**src/rtl/rv_skid_pkg.sv**
```systemverilog
// rtl/rv_skid_pkg.sv - sizing and pointer helpers shared by the rv skid buffer files
package rv_skid_pkg;

   function automatic int calc_cap(input int depth);
      return depth + 1;
   endfunction

   // Level must represent 0..CAP inclusive, hence DEPTH+2 codes.
   function automatic int calc_lvl_w(input int depth);
      return $clog2(depth + 2);
   endfunction

   function automatic int calc_ptr_w(input int depth);
      return (depth > 1) ? $clog2(depth) : 1;
   endfunction

   function automatic int ptr_inc(input int ptr, input int depth);
      return (ptr >= depth - 1) ? 0 : ptr + 1;
   endfunction

endpackage

```
**src/rtl/rv_skid_fifo_if.sv**
```systemverilog
// rtl/rv_skid_fifo_if.sv - ready/valid upstream and downstream bundle; flush exists only with RV_SKID_FLUSH_EN
interface rv_skid_fifo_if
   import rv_skid_pkg::*;
#(
   parameter int DATA_W = 8,
   parameter int DEPTH  = 2
);
   localparam int LVL_W = calc_lvl_w(DEPTH);

   logic              s_valid;
   logic              s_ready;
   logic [DATA_W-1:0] s_data;
   logic              m_valid;
   logic              m_ready;
   logic [DATA_W-1:0] m_data;
   logic [LVL_W-1:0]  level;
`ifdef RV_SKID_FLUSH_EN
   logic              flush;

   modport master (output s_valid, s_data, m_ready, flush,
                   input  s_ready, m_valid, m_data, level);
   modport slave  (input  s_valid, s_data, m_ready, flush,
                   output s_ready, m_valid, m_data, level);
`else
   modport master (output s_valid, s_data, m_ready,
                   input  s_ready, m_valid, m_data, level);
   modport slave  (input  s_valid, s_data, m_ready,
                   output s_ready, m_valid, m_data, level);
`endif
endinterface

```
**src/rtl/rv_skid_mem.sv**
```systemverilog
// rtl/rv_skid_mem.sv - DEPTH x DATA_W skid store, synchronous write, asynchronous read
module rv_skid_mem #(
   parameter int DATA_W = 8,
   parameter int DEPTH  = 2,
   parameter int PTR_W  = 1
) (
   input  logic              clk,
   input  logic              wr_en_i,
   input  logic [PTR_W-1:0]  wr_ptr_i,
   input  logic [DATA_W-1:0] wr_data_i,
   input  logic [PTR_W-1:0]  rd_ptr_i,
   output logic [DATA_W-1:0] rd_data_o
);
   logic [DATA_W-1:0] mem_q [DEPTH];

   always_ff @(posedge clk) begin
      if (wr_en_i) mem_q[wr_ptr_i] <= wr_data_i;
   end

   assign rd_data_o = mem_q[rd_ptr_i];
endmodule

```
**src/rtl/rv_skid_fifo.sv**
```systemverilog
// rtl/rv_skid_fifo.sv - registered-output ready/valid skid FIFO; optional flush via RV_SKID_FLUSH_EN
module rv_skid_fifo
   import rv_skid_pkg::*;
#(
   parameter int DATA_W = 8,
   parameter int DEPTH  = 2
) (
   input logic          clk,
   input logic          rst_n,
   rv_skid_fifo_if.slave bus
);
   localparam int CAP   = calc_cap(DEPTH);
   localparam int LVL_W = calc_lvl_w(DEPTH);
   localparam int PTR_W = calc_ptr_w(DEPTH);

   typedef logic [LVL_W-1:0] level_t;
   typedef logic [PTR_W-1:0] ptr_t;

   logic              m_valid_q, m_valid_d;
   logic [DATA_W-1:0] m_data_q,  m_data_d;
   logic              s_ready_q, s_ready_d;
   level_t            level_q,   level_d;
   ptr_t              wr_ptr_q,  wr_ptr_d;
   ptr_t              rd_ptr_q,  rd_ptr_d;
   logic              wr_en;
   logic [DATA_W-1:0] skid_head;
   logic              accept, pop, skid_empty, direct;

   assign accept     = bus.s_valid & s_ready_q;
   assign pop        = m_valid_q & bus.m_ready;
   assign skid_empty = ((level_q - level_t'(m_valid_q)) == '0);
   // Bypass the skid store only when ordering cannot be violated.
   assign direct     = (!m_valid_q || pop) && skid_empty;

   always_comb begin
      m_valid_d = m_valid_q;
      m_data_d  = m_data_q;
      wr_ptr_d  = wr_ptr_q;
      rd_ptr_d  = rd_ptr_q;
      wr_en     = 1'b0;
      level_d   = level_q + level_t'(accept) - level_t'(pop);

      if (pop && !skid_empty) begin
         m_data_d  = skid_head;
         m_valid_d = 1'b1;
         rd_ptr_d  = ptr_t'(ptr_inc(int'(rd_ptr_q), DEPTH));
      end else if (accept && direct) begin
         m_data_d  = bus.s_data;
         m_valid_d = 1'b1;
      end else if (pop) begin
         m_valid_d = 1'b0;
      end

      if (accept && !direct) begin
         wr_en    = 1'b1;
         wr_ptr_d = ptr_t'(ptr_inc(int'(wr_ptr_q), DEPTH));
      end

`ifdef RV_SKID_FLUSH_EN
      if (bus.flush) begin
         m_valid_d = 1'b0;
         level_d   = '0;
         wr_ptr_d  = '0;
         rd_ptr_d  = '0;
         wr_en     = 1'b0;
      end
`endif
      s_ready_d = (level_d < level_t'(CAP));
   end

   always_ff @(posedge clk or negedge rst_n) begin
      if (!rst_n) begin
         m_valid_q <= 1'b0;
         m_data_q  <= '0;
         s_ready_q <= 1'b0;
         level_q   <= '0;
         wr_ptr_q  <= '0;
         rd_ptr_q  <= '0;
      end else begin
         m_valid_q <= m_valid_d;
         m_data_q  <= m_data_d;
         s_ready_q <= s_ready_d;
         level_q   <= level_d;
         wr_ptr_q  <= wr_ptr_d;
         rd_ptr_q  <= rd_ptr_d;
      end
   end

   rv_skid_mem #(
      .DATA_W (DATA_W),
      .DEPTH  (DEPTH),
      .PTR_W  (PTR_W)
   ) u_mem (
      .clk       (clk),
      .wr_en_i   (wr_en),
      .wr_ptr_i  (wr_ptr_q),
      .wr_data_i (bus.s_data),
      .rd_ptr_i  (rd_ptr_q),
      .rd_data_o (skid_head)
   );

   assign bus.m_valid = m_valid_q;
   assign bus.m_data  = m_data_q;
   assign bus.s_ready = s_ready_q;
   assign bus.level   = level_q;
endmodule

```
**src/flat_wrapper.sv**
```systemverilog
// flat-port wrapper written by rule: the top's interface ports become plain ports
module rv_skid_fifo_flat import rv_skid_pkg::*;
#(
   parameter int DATA_W = 8,
   parameter int DEPTH  = 2
)
  (clk, rst_n, bus_s_valid, bus_s_data, bus_m_ready, bus_s_ready, bus_m_valid, bus_m_data, bus_level);
  rv_skid_fifo_if #(.DATA_W(DATA_W), .DEPTH(DEPTH)) bus_i ();
  input logic clk;
  input logic rst_n;
  input wire logic [$bits(bus_i.s_valid)-1:0] bus_s_valid;
  input wire logic [$bits(bus_i.s_data)-1:0] bus_s_data;
  input wire logic [$bits(bus_i.m_ready)-1:0] bus_m_ready;
  output wire logic [$bits(bus_i.s_ready)-1:0] bus_s_ready;
  output wire logic [$bits(bus_i.m_valid)-1:0] bus_m_valid;
  output wire logic [$bits(bus_i.m_data)-1:0] bus_m_data;
  output wire logic [$bits(bus_i.level)-1:0] bus_level;
  assign bus_i.s_valid = bus_s_valid;
  assign bus_i.s_data = bus_s_data;
  assign bus_i.m_ready = bus_m_ready;
  assign bus_s_ready = bus_i.s_ready;
  assign bus_m_valid = bus_i.m_valid;
  assign bus_m_data = bus_i.m_data;
  assign bus_level = bus_i.level;
  rv_skid_fifo #(.DATA_W(DATA_W), .DEPTH(DEPTH)) u_core (.clk(clk), .rst_n(rst_n), .bus(bus_i));
endmodule
```
**config.mk**
```make
export PLATFORM = sky130hd
export DESIGN_NAME = rv_skid_fifo_flat
export DESIGN_NICKNAME = d
export VERILOG_FILES = /design/src/rtl/rv_skid_pkg.sv /design/src/rtl/rv_skid_fifo_if.sv /design/src/rtl/rv_skid_mem.sv /design/src/rtl/rv_skid_fifo.sv /design/src/flat_wrapper.sv
export SDC_FILE = /design/constraint.sdc
export NUM_CORES = 1
export LEC_CHECK = 0
export CAP_MARGIN = 20
export CORE_ASPECT_RATIO = 1.25
export CORE_UTILIZATION = 57
export CTS_CLUSTER_SIZE = 14
export DETAILED_ROUTE_END_ITERATION = 10
export DONT_BUFFER_PORTS = 1
export GPL_TIMING_DRIVEN = 0
export PLACE_DENSITY = 0.72
export SKIP_CTS_REPAIR_TIMING = 1
export SYNTH_ARGS = -nofsm -noshare
export SYNTH_HDL_FRONTEND = slang
export SYNTH_SLANG_ARGS = --single-unit
export TNS_END_PERCENT = 50
```
**constraint.sdc**
```tcl
create_clock -name clk -period 5.4 [get_ports clk]
set_input_delay 1.08 -clock clk [delete_from_list [all_inputs] [get_ports clk]]
set_output_delay 1.08 -clock clk [all_outputs]
set_load 0.05 [all_outputs]
```
==> metrics <==
total number of vias=620; Sink Count=30; Final HPWL DP=1200 um; max capacitance violation total=0; minimum clock period=2.36 ns; Cell Chain, Critical Path=and2_1, a21boi_0, nor2b_1; drt first pass iters=4; CP Depth=3; Buffers on Ports=0; Final Hold Fails=0; slowest stage delay, CP=0.67 ns; die extent in x=44.5 um; Syn-to-layout area delta=6.91%; CTS Buffer Depth=2; largest net degree at the start of global routing=15; synth warn=0; Net Count, Synth=92; clock skew=0.0133 ns; TNS Setup=0 ns; commonest non-fill, non-tap cell in the layout=mux2_2; startpoint types=primary input; placeable core area=2050 um2; CTS buffer count=5; crit-path max FO=8; Initial Util=62.8%; Crit-path slowest cell=nor2b_1; Total GRT Usage=16.8%; CTS tree=yes; worst hold path type=primary input to asynchronous set/reset pin; detailed-route wire length per cell=14.8 um; Filler Cells Inserted=138; global-route wire length before repair=2750 um; ANT cells=0; most frequent cells in the layout=mux2_2, edfxtp_1, dfrtp_1, inv_1, clkbuf_4; die area=2450 um2; Place WS=2.70 ns; htree depth=2; worst slew pin tran=0.750 ns; status=complete, no violations; CP Capture Type=register; unique cell type count in the Yosys netlist=18; Total Wirelength=1720 um; final setup margin=3.04 ns; Final Wtd Congestion=0.657; # DRC=0; fin nets=99; max frequency=424 MHz; CP arrival=2.30 ns; post-route ant nets=0; fin. max-slew vios=0; Worst Path Required=5.34 ns; Final setup viols=0; Synth Cell Area=1290 um2; drt initial violations=5; syn avg cell area=16.5 um2; detailed-route vias per instance=5.34; R2R Setup Slk=3.08 ns; Chip Height=55.1 um; GRT Residual Overflow=0; vias in the first global route=631; Final period util=43.7%; Ports=24; Cells after Synth=78; ranking of synthesized cells by area=edfxtp_1, dfrtp_1, mux2_2, a21oi_4, ha_1; post-synth top area cell=edfxtp_1; Skew-Pair Late Insertion Delay=0.32 ns; WP buf/inv=0; layout cells sized above 1=40.7%; CP Class=primary input to register; Root Driver=clkbuf_4; sequential area share after synthesis=64.6%; Slew HR=49.9%; Core Rows=18; synthesis-stage register bit count=30; Clock Pin Slew Worst Setup and Hold Paths=0.09 ns; Synth top area share=37.4%; Largest delay share family, worst path=simple AND/OR/NAND/NOR gates; R2R cell count=3; initial antenna violation count=0; RSZ-0062 raised after global routing=false
per-layer routing:
metal	track usage [%]	part of all wire, %	routed length [um]
met2	28.4	54	922
met5	0	0	0
met4	7.58	1.0	18
met3	7.47	6.4	111
met1	18.1	39	670
worst paths after layout:
kind,start,endpoint
max,bus_s_valid,u_core.u_mem.mem_q[0][0]
min,rst_n,u_core.bus.m_data[3]
max reg2reg,u_core.bus.s_ready,u_core.u_mem.mem_q[0][0]
min reg2reg,u_core.wr_ptr_q,u_core.wr_ptr_q
max in group asynchronous,rst_n,u_core.bus.m_data[0]
min in group clk,u_core.wr_ptr_q,u_core.wr_ptr_q
sequential cells by signal, summed over array words and instances (netlist names):
name,flops
u_core.bus.level,2
u_core.bus.m_data,8
u_core.bus.m_valid,1
u_core.bus.s_ready,1
u_core.rd_ptr_q,1
u_core.u_mem.mem_q,16
u_core.wr_ptr_q,1
cell type report:
cell class | count | area, um2 | area share [%]
multi-input cells | 42 | 425 | 30.9
clock buffers | 6 | 41.3 | 3.00
clock inverters | 2 | 10.0 | 0.728
flip-flops and latches | 30 | 831 | 60.4
plain buffers | 1 | 11.3 | 0.819
well taps | 30 | 37.5 | 2.73
inverters | 5 | 18.8 | 1.36
kinds of logic (layout without fill, tap and decap cells):
logic type | count (synthesis) | in the layout | share of synthesized area (%)
fa+ha+maj | 2 | 2 | 1.95
buf+inv | 6 | 14 | 2.33
xor+xnor | 4 | 4 | 2.72
mux | 24 | 24 | 21.3
compound gates | 6 | 6 | 4.48
flops | 30 | 30 | 64.6
simple gates | 6 | 6 | 2.63
cell usage after synthesis:
library cell   n
mux2_2        23
xor2_1         2
nand2_2        1
nand3_1        1
nor2b_1        1
dfrtp_1       14
buf_6          1
inv_1          5
a21oi_4        2
xnor2_1        2
o31ai_1        1
o21ai_0        2
ha_1           2
nand2_1        1
a21boi_0       1
and2_1         2
edfxtp_1      16
mux2_4         1
stage by stage:
| step | util (%) | hold WS [ns] | std cells | instance area [um2] |
|---|---|---|---|---|
| final | 67.1 | 0.443 | 116 | 1380 |
| after global routing | 67.1 | 0.421 | 116 | 1380 |
| after CTS | 67.1 | 0.432 | 116 | 1380 |
| after detailed placement | 64.6 | 0.495 | 108 | 1320 |
| after global placement | 64.6 | 0.469 | 108 | 1320 |
| after floorplan | - | 0.455 | 78 | 1290 |
Power is not shown: default switching activity piles up to over one toggle a cycle in this logic, so the estimate is an artifact.
